==> config.mk <==
export PLATFORM = sky130hd
export DESIGN_NAME = fetch_ctrl
export DESIGN_NICKNAME = d
export VERILOG_FILES = /design/src/rtl/fetch_ctrl.sv
export SDC_FILE = /design/constraint.sdc
export NUM_CORES = 1
export LEC_CHECK = 0
export ABC_AREA = 1
export BUFFER_PORTS_ARGS = -buffer_cell sky130_fd_sc_hd__buf_2
export CELL_PAD_IN_SITES_DETAIL_PLACEMENT = 1
export CELL_PAD_IN_SITES_GLOBAL_PLACEMENT = 1
export CORE_MARGIN = 2
export CORE_UTILIZATION = 43
export CTS_CLUSTER_SIZE = 16
export DETAILED_ROUTE_END_ITERATION = 16
export HOLD_SLACK_MARGIN = 0.15
export PLACE_DENSITY = 0.84
export REMOVE_ABC_BUFFERS = 1
export SLEW_MARGIN = 20
export SYNTH_ARGS = -nofsm -noshare
export SYNTH_HDL_FRONTEND = slang
export SYNTH_SLANG_ARGS = --single-unit
==> constraint.sdc <==
create_clock -name clk -period 2.7 [get_ports clk]
set_input_delay 0.54 -clock clk [delete_from_list [all_inputs] [get_ports clk]]
set_output_delay 0.54 -clock clk [all_outputs]
set_load 0.01 [all_outputs]
==> src/rtl/fetch_ctrl.sv <==
// Instruction-fetch sequencer: owns the PC, runs the instruction-bus handshake,
// and holds returned words in a registered decode slot backed by a one-entry skid.
module fetch_ctrl #(
  parameter int              XLEN     = 64,
  parameter logic [XLEN-1:0] PC_RESET = XLEN'(64'h0000_0000_8000_0000)
) (
  input  logic            clk,
  input  logic            reset,
  output logic            ireq_valid,
  output logic [XLEN-1:0] ireq_addr,
  input  logic            iresp_data_ok,
  input  logic [31:0]     iresp_data,
  input  logic            stall,
  input  logic            redirect_valid,
  input  logic [XLEN-1:0] redirect_pc,
  output logic            out_valid,
  output logic [31:0]     out_instr,
  output logic [XLEN-1:0] out_pc
);

  typedef enum logic [1:0] {FETCH, HOLD, DRAIN} state_t;

  typedef struct packed {
    logic [31:0]     instr;
    logic [XLEN-1:0] pc;
  } fetch_ent_t;

  state_t          state_q, state_d;
  logic [XLEN-1:0] pc_q, pc_d;
  logic [XLEN-1:0] drain_addr_q, drain_addr_d;
  logic            slot_vld_q, slot_vld_d;
  fetch_ent_t      slot_q, slot_d;
  fetch_ent_t      skid_q, skid_d;

  logic       consumed;
  fetch_ent_t fetched;

  assign consumed = slot_vld_q && !stall;
  assign fetched  = '{instr: iresp_data, pc: pc_q};

  // While draining, the bus still owns the pre-redirect address; pc already holds the target.
  assign ireq_valid = !reset && (state_q != HOLD);
  assign ireq_addr  = (state_q == DRAIN) ? drain_addr_q : pc_q;

  assign out_valid = slot_vld_q;
  assign out_instr = slot_q.instr;
  assign out_pc    = slot_q.pc;

  always_comb begin
    state_d      = state_q;
    pc_d         = pc_q;
    drain_addr_d = drain_addr_q;
    slot_vld_d   = slot_vld_q;
    slot_d       = slot_q;
    skid_d       = skid_q;

    if (redirect_valid) begin
      slot_vld_d = 1'b0;
      skid_d     = '0;
      pc_d       = redirect_pc;
      unique case (state_q)
        FETCH: begin
          // A same-cycle response is simply dropped; otherwise wait out the stale one.
          if (!iresp_data_ok) begin
            drain_addr_d = pc_q;
            state_d      = DRAIN;
          end
        end
        HOLD:    state_d = FETCH;
        DRAIN:   if (iresp_data_ok) state_d = FETCH;
        default: state_d = FETCH;
      endcase
    end else begin
      unique case (state_q)
        FETCH: begin
          if (iresp_data_ok) begin
            pc_d = pc_q + XLEN'(4);
            if (!slot_vld_q || consumed) begin
              slot_vld_d = 1'b1;
              slot_d     = fetched;
            end else begin
              skid_d  = fetched;
              state_d = HOLD;
            end
          end else if (consumed) begin
            slot_vld_d = 1'b0;
          end
        end
        HOLD: begin
          if (consumed) begin
            slot_vld_d = 1'b1;
            slot_d     = skid_q;
            skid_d     = '0;
            state_d    = FETCH;
          end
        end
        DRAIN: begin
          if (consumed)      slot_vld_d = 1'b0;
          if (iresp_data_ok) state_d    = FETCH;
        end
        default: state_d = FETCH;
      endcase
    end
  end

  always_ff @(posedge clk) begin
    if (reset) begin
      state_q      <= FETCH;
      pc_q         <= PC_RESET;
      drain_addr_q <= '0;
      slot_vld_q   <= 1'b0;
      slot_q       <= '0;
      skid_q       <= '0;
    end else begin
      state_q      <= state_d;
      pc_q         <= pc_d;
      drain_addr_q <= drain_addr_d;
      slot_vld_q   <= slot_vld_d;
      slot_q       <= slot_d;
      skid_q       <= skid_d;
    end
  end

endmodule

**Word level (Yosys, flattened, before mapping)**

Index checks and enable logic that the tools add are counted.

- Register bits after elaboration: 323
- Input bits: 101
- Output and inout bits: 162
- Logic and storage cells: 66

- Add/subtract/negate cells: 1
- Equal/unequal tests: 12
- Mux-type cells: 25
- Bitwise operators: 2
- Reduce and logical (&&, ||, !) cells: 18

Operator list:

| cell | count |
|---|---|
| $mux 96 | 6 |
| $pmux 96 s2 | 2 |
| $mux 64 | 4 |
| $add 64x3->64 const B | 1 |
| $ne 3x3->1 const B | 5 |
| $mux 2 | 6 |
| $ne 2x2->1 const B | 4 |
| $reduce_and 4->1 | 2 |
| $pmux 2 s3 | 1 |
| $reduce_and 3->1 | 2 |
| $reduce_bool 2->1 | 3 |
| $reduce_and 5->1 | 1 |
| $mux 1 | 4 |
| $pmux 2 s2 | 1 |
| $logic_not 1->1 | 3 |
| $pmux 1 s3 | 1 |
| $reduce_bool 3->1 | 1 |
| $eq 2x1->1 const B | 1 |
| $eq 2x2->1 const B | 1 |
| $logic_and 1x1->1 | 2 |
| $logic_not 2->1 | 1 |
| $ne 2x1->1 const B | 1 |
| $not 1->1 | 2 |
| $reduce_and 2->1 | 1 |
| 2 further kinds | 2 |

**Logic depth before layout (Yosys ltp)**

- Depth after elaboration: 7
- Mapped depth: 12
- Gate-level depth less buffers: 12

**Worst setup path before layout**

No wires, ideal clock.

- Path kind: register to output
- Start point: register state_q[1]
- End point: output ireq_valid
- Arrival: 1.392 ns
- Data required time: 2.160 ns
- Path slack: 0.768 ns
- Cell stages (with the launch flop): 7
- Path buffers: 3
- Cell sequence: dfxtp_1 inv_1 ha_1 buf_2 buf_2 buf_1 nor2_1

- Word-level cells in the longest chain between the ends: 2

RTL lines:

| element | RTL line | RTL |
|---|---|---|
| from (decl) | 28 | `state_t state_q, state_d;` |
| from (signal assigned) | 115 | `state_q <= state_d;` |
| $ne 2x1->1 | 42 | `assign ireq_valid = !reset && (state_q != HOLD);` |
| $logic_and 1x1->1 | 42 |  |
| to (decl) | 9 | `output logic ireq_valid,` |

Every way passes these cells.

**Worst setup path after layout**

- Start point: register state_q[0]
- End point: output ireq_addr[25]

- Word-level cells in the longest chain between the ends: 2

RTL lines:

| element | RTL line | RTL |
|---|---|---|
| $eq 2x2->1 | 43 | `assign ireq_addr = (state_q == DRAIN) ? drain_addr_q : pc_q;` |
| $mux 64 | 43 |  |
| to (decl) | 10 | `output logic [XLEN-1:0] ireq_addr,` |

Every way passes these cells.

==> results by group <==
Status
  – Status: complete, no violations

Floorplanning
  – Die area: 0.03687 sq mm
  – Core area: 0.03471 sq mm
  – I/O pins: 263
  – Die Ht: 192.0 microns
  – Rows: 68
  – Starting density of the core: 43.79%
  – DIE WIDTH: 192.0 microns

Layout
  – Final cell count without fillers: 2951
  – Most frequent cells in the layout: nand2_1, o21ai_0, dfxtp_1
  – # diodes: 0
  – Post-layout nets: 2574
  – Layout cells sized above 1: 16.43%
  – Finished Core Util: 52.29%
  – Commonest non-fill, non-tap cell in the layout: nand2_1
  – Area Overhead vs Synth: 19.41%
  – Fill count: 4596

Place
  – Setup WS pre-CTS: 484.5 ps
  – Gpl congestion: 0.9248
  – Placed cells: 2883
  – Buffers added on ports: 262
  – Final HPWL DP: 38400 microns

Drt
  – Post-Route WL: 56170 microns
  – Vias/cell: 5.526
  – DR iter-0 viols: 941
  – Antenna-violating nets left: 0
  – DR WL/cell: 19.04 microns
  – Total number of vias: 16310
  – Drt first pass iters: 5
  – DRC errors left: 0

Timing
  – Final WS setup: 39.64 ps
  – Fmax: 0.3759 GHz
  – RSZ-0062 raised after global routing: false
  – Fin. Hold Viols: 0
  – Final min period: 2660 ps
  – Fin Clk Skew: 18.76 ps
  – Worst slew pin tran: 857.1 ps
  – Max-slew headroom: 42.86%
  – Tcrit/Tclk final: 98.53%
  – Hold Slack: 229.6 ps
  – Final setup viols: 0
  – Pins Over Slew Limit: 0

Clock network
  – Clk sinks: 323
  – Bufs on Longest Clock Path: 3
  – CTS Buf Count: 37
  – Worst-path clk slew: 60 ps
  – Root buffer cell: clkbuf_16
  – # hold bufs at CTS: 0
  – Clock latency on the worst-skew pair: 530 ps
  – CTS tree: yes
  – H-tree levels: 2

Synthesis
  – Mapped Cells: 2273
  – Post-synth cell types: 38
  – Seq/Total Area, Yosys: 42.54%
  – Synthesized flop and latch total: 323
  – EDFF count, synth: 0
  – Mean Syn Cell Area: 6.687 sq um
  – Synth warn: 0
  – Ranking of synthesized cells by area: dfxtp_1, o21ai_0, nand2_1, a21oi_1, nor2_1
  – Ys async rst share: 0%
  – Post-Syn Area: 0.01520 sq mm
  – Post-synth top area share: 42.54%
  – Ys flop type: dfxtp_1
  – Dominant cell type by area after synthesis: dfxtp_1

Flow run
  – Max-Cap Viols: 0

Setup path
  – Data arrival, critical path: 2120 ps
  – CP required: 2160 ps
  – Crit-path max FO: 66
  – Worst setup SP type: flip-flop
  – Crit end category: primary output
  – Critical path type: reg -> out

Worst hold path
  – Hold WC Path Type: in -> reg

Global routing
  – Antenna violations before repair: 0
  – Overflow after GRT: 0
  – Largest net degree at the start of global routing: 134
  – Total global-route track usage: 29.90%
  – Number of global-route vias before repair: 16300
  – First-pass GRT wire length: 87730 microns

Power
  – Leakage: 7.633 nW
  – Peak VDD IR: 0.4634 mV
  – Power Density: 669.6 mW/mm^2
-- registers in the layout (all words and copies together), names as in the netlist --
register,count
skid_q,96
drain_addr_q,64
out_pc,64
pc_q,64
out_instr,32
state_q,2
out_valid,1
-- path summary, 6_finish.rpt --
kind	startpoint	slack (ps)	cells past startpoint	to
max	state_q[0]	40	5	ireq_addr[25]
max reg2reg	state_q[1]	430	8	skid_q[93]
min	redirect_pc[1]	230	3	pc_q[1]
min reg2reg	skid_q[83]	470	2	skid_q[83]
-- critical path, stage by stage (launching register included) --
cell and delay, ps:
dfxtp_1 430, inv_2 90, ha_4 240, buf_16 200, o21ai_0 340, buf_2 200
-- cell families (layout without fill, tap and decap cells) --
group           Yosys count  in the layout  share of synthesized area, %
flops                   323            323                         42.54
compound gates          676            676                         22.74
simple gates            945            945                         25.28
buf+inv                 311            534                         8.281
xor+xnor                 13             13                        0.7491
fa+ha+maj                 5              5                        0.4116
-- cell usage after synthesis (6+ instances only) --
library cell / instances
buf_4: 6
nand2_2: 11
nor3_1: 11
nand4_1: 14
a21oi_1: 247
buf_1: 14
dfxtp_1: 323
clkbuf_1: 80
nand2_1: 506
buf_2: 46
o21ai_0: 385
nor2_1: 304
inv_2: 10
nor2_2: 12
a31oi_1: 27
inv_1: 150
nor2_4: 8
xor2_1: 12
nand3_1: 70
-- through the flow --
step	TNS (ps)	total power, mW	cell area, sq um
after floorplan	-750080	6.203	14550
after global placement	0	6.959	16890
after detailed placement	0	7.030	16890
after CTS	0	12.23	18140
after global routing	0	12.62	18150
final	0	12.15	18150
-- report_power, final --
part | switching [mW] | internal [mW]
registers | 0.217 | 5.06
logic | 1.12 | 0.557
clock network | 2.07 | 3.13
total | 3.41 | 8.75
-- final cells by class --
cell class                      instances  area, sq um  area share (%)
Clock buffer                           56         1069           5.887
Clock inverter                         11        172.7          0.9513
Inverter                              163        620.6           3.419
Multi-Input combinational cell       1639         7515           41.40
Sequential cell                       323         6466           35.63
Tap cell                              455        569.3           3.137
Timing Repair Buffer                  304         1738           9.575
-- repair_timing --
action                                  CTS  global route
resized for setup                         0             3
pin swaps                                 0             0
buffers inserted                          1             0
endpoints found under the setup margin    2             6
-- per-layer routing --
layer	track usage (%)	vias to the layer above	share of wire [%]
met5	0	-	0
met4	8.368	0	2.4
li1	-	7813	-
met2	51.42	417	48
met3	3.399	83	4.6
met1	39.60	7995	45
Power figures use the tool's default switching activity.
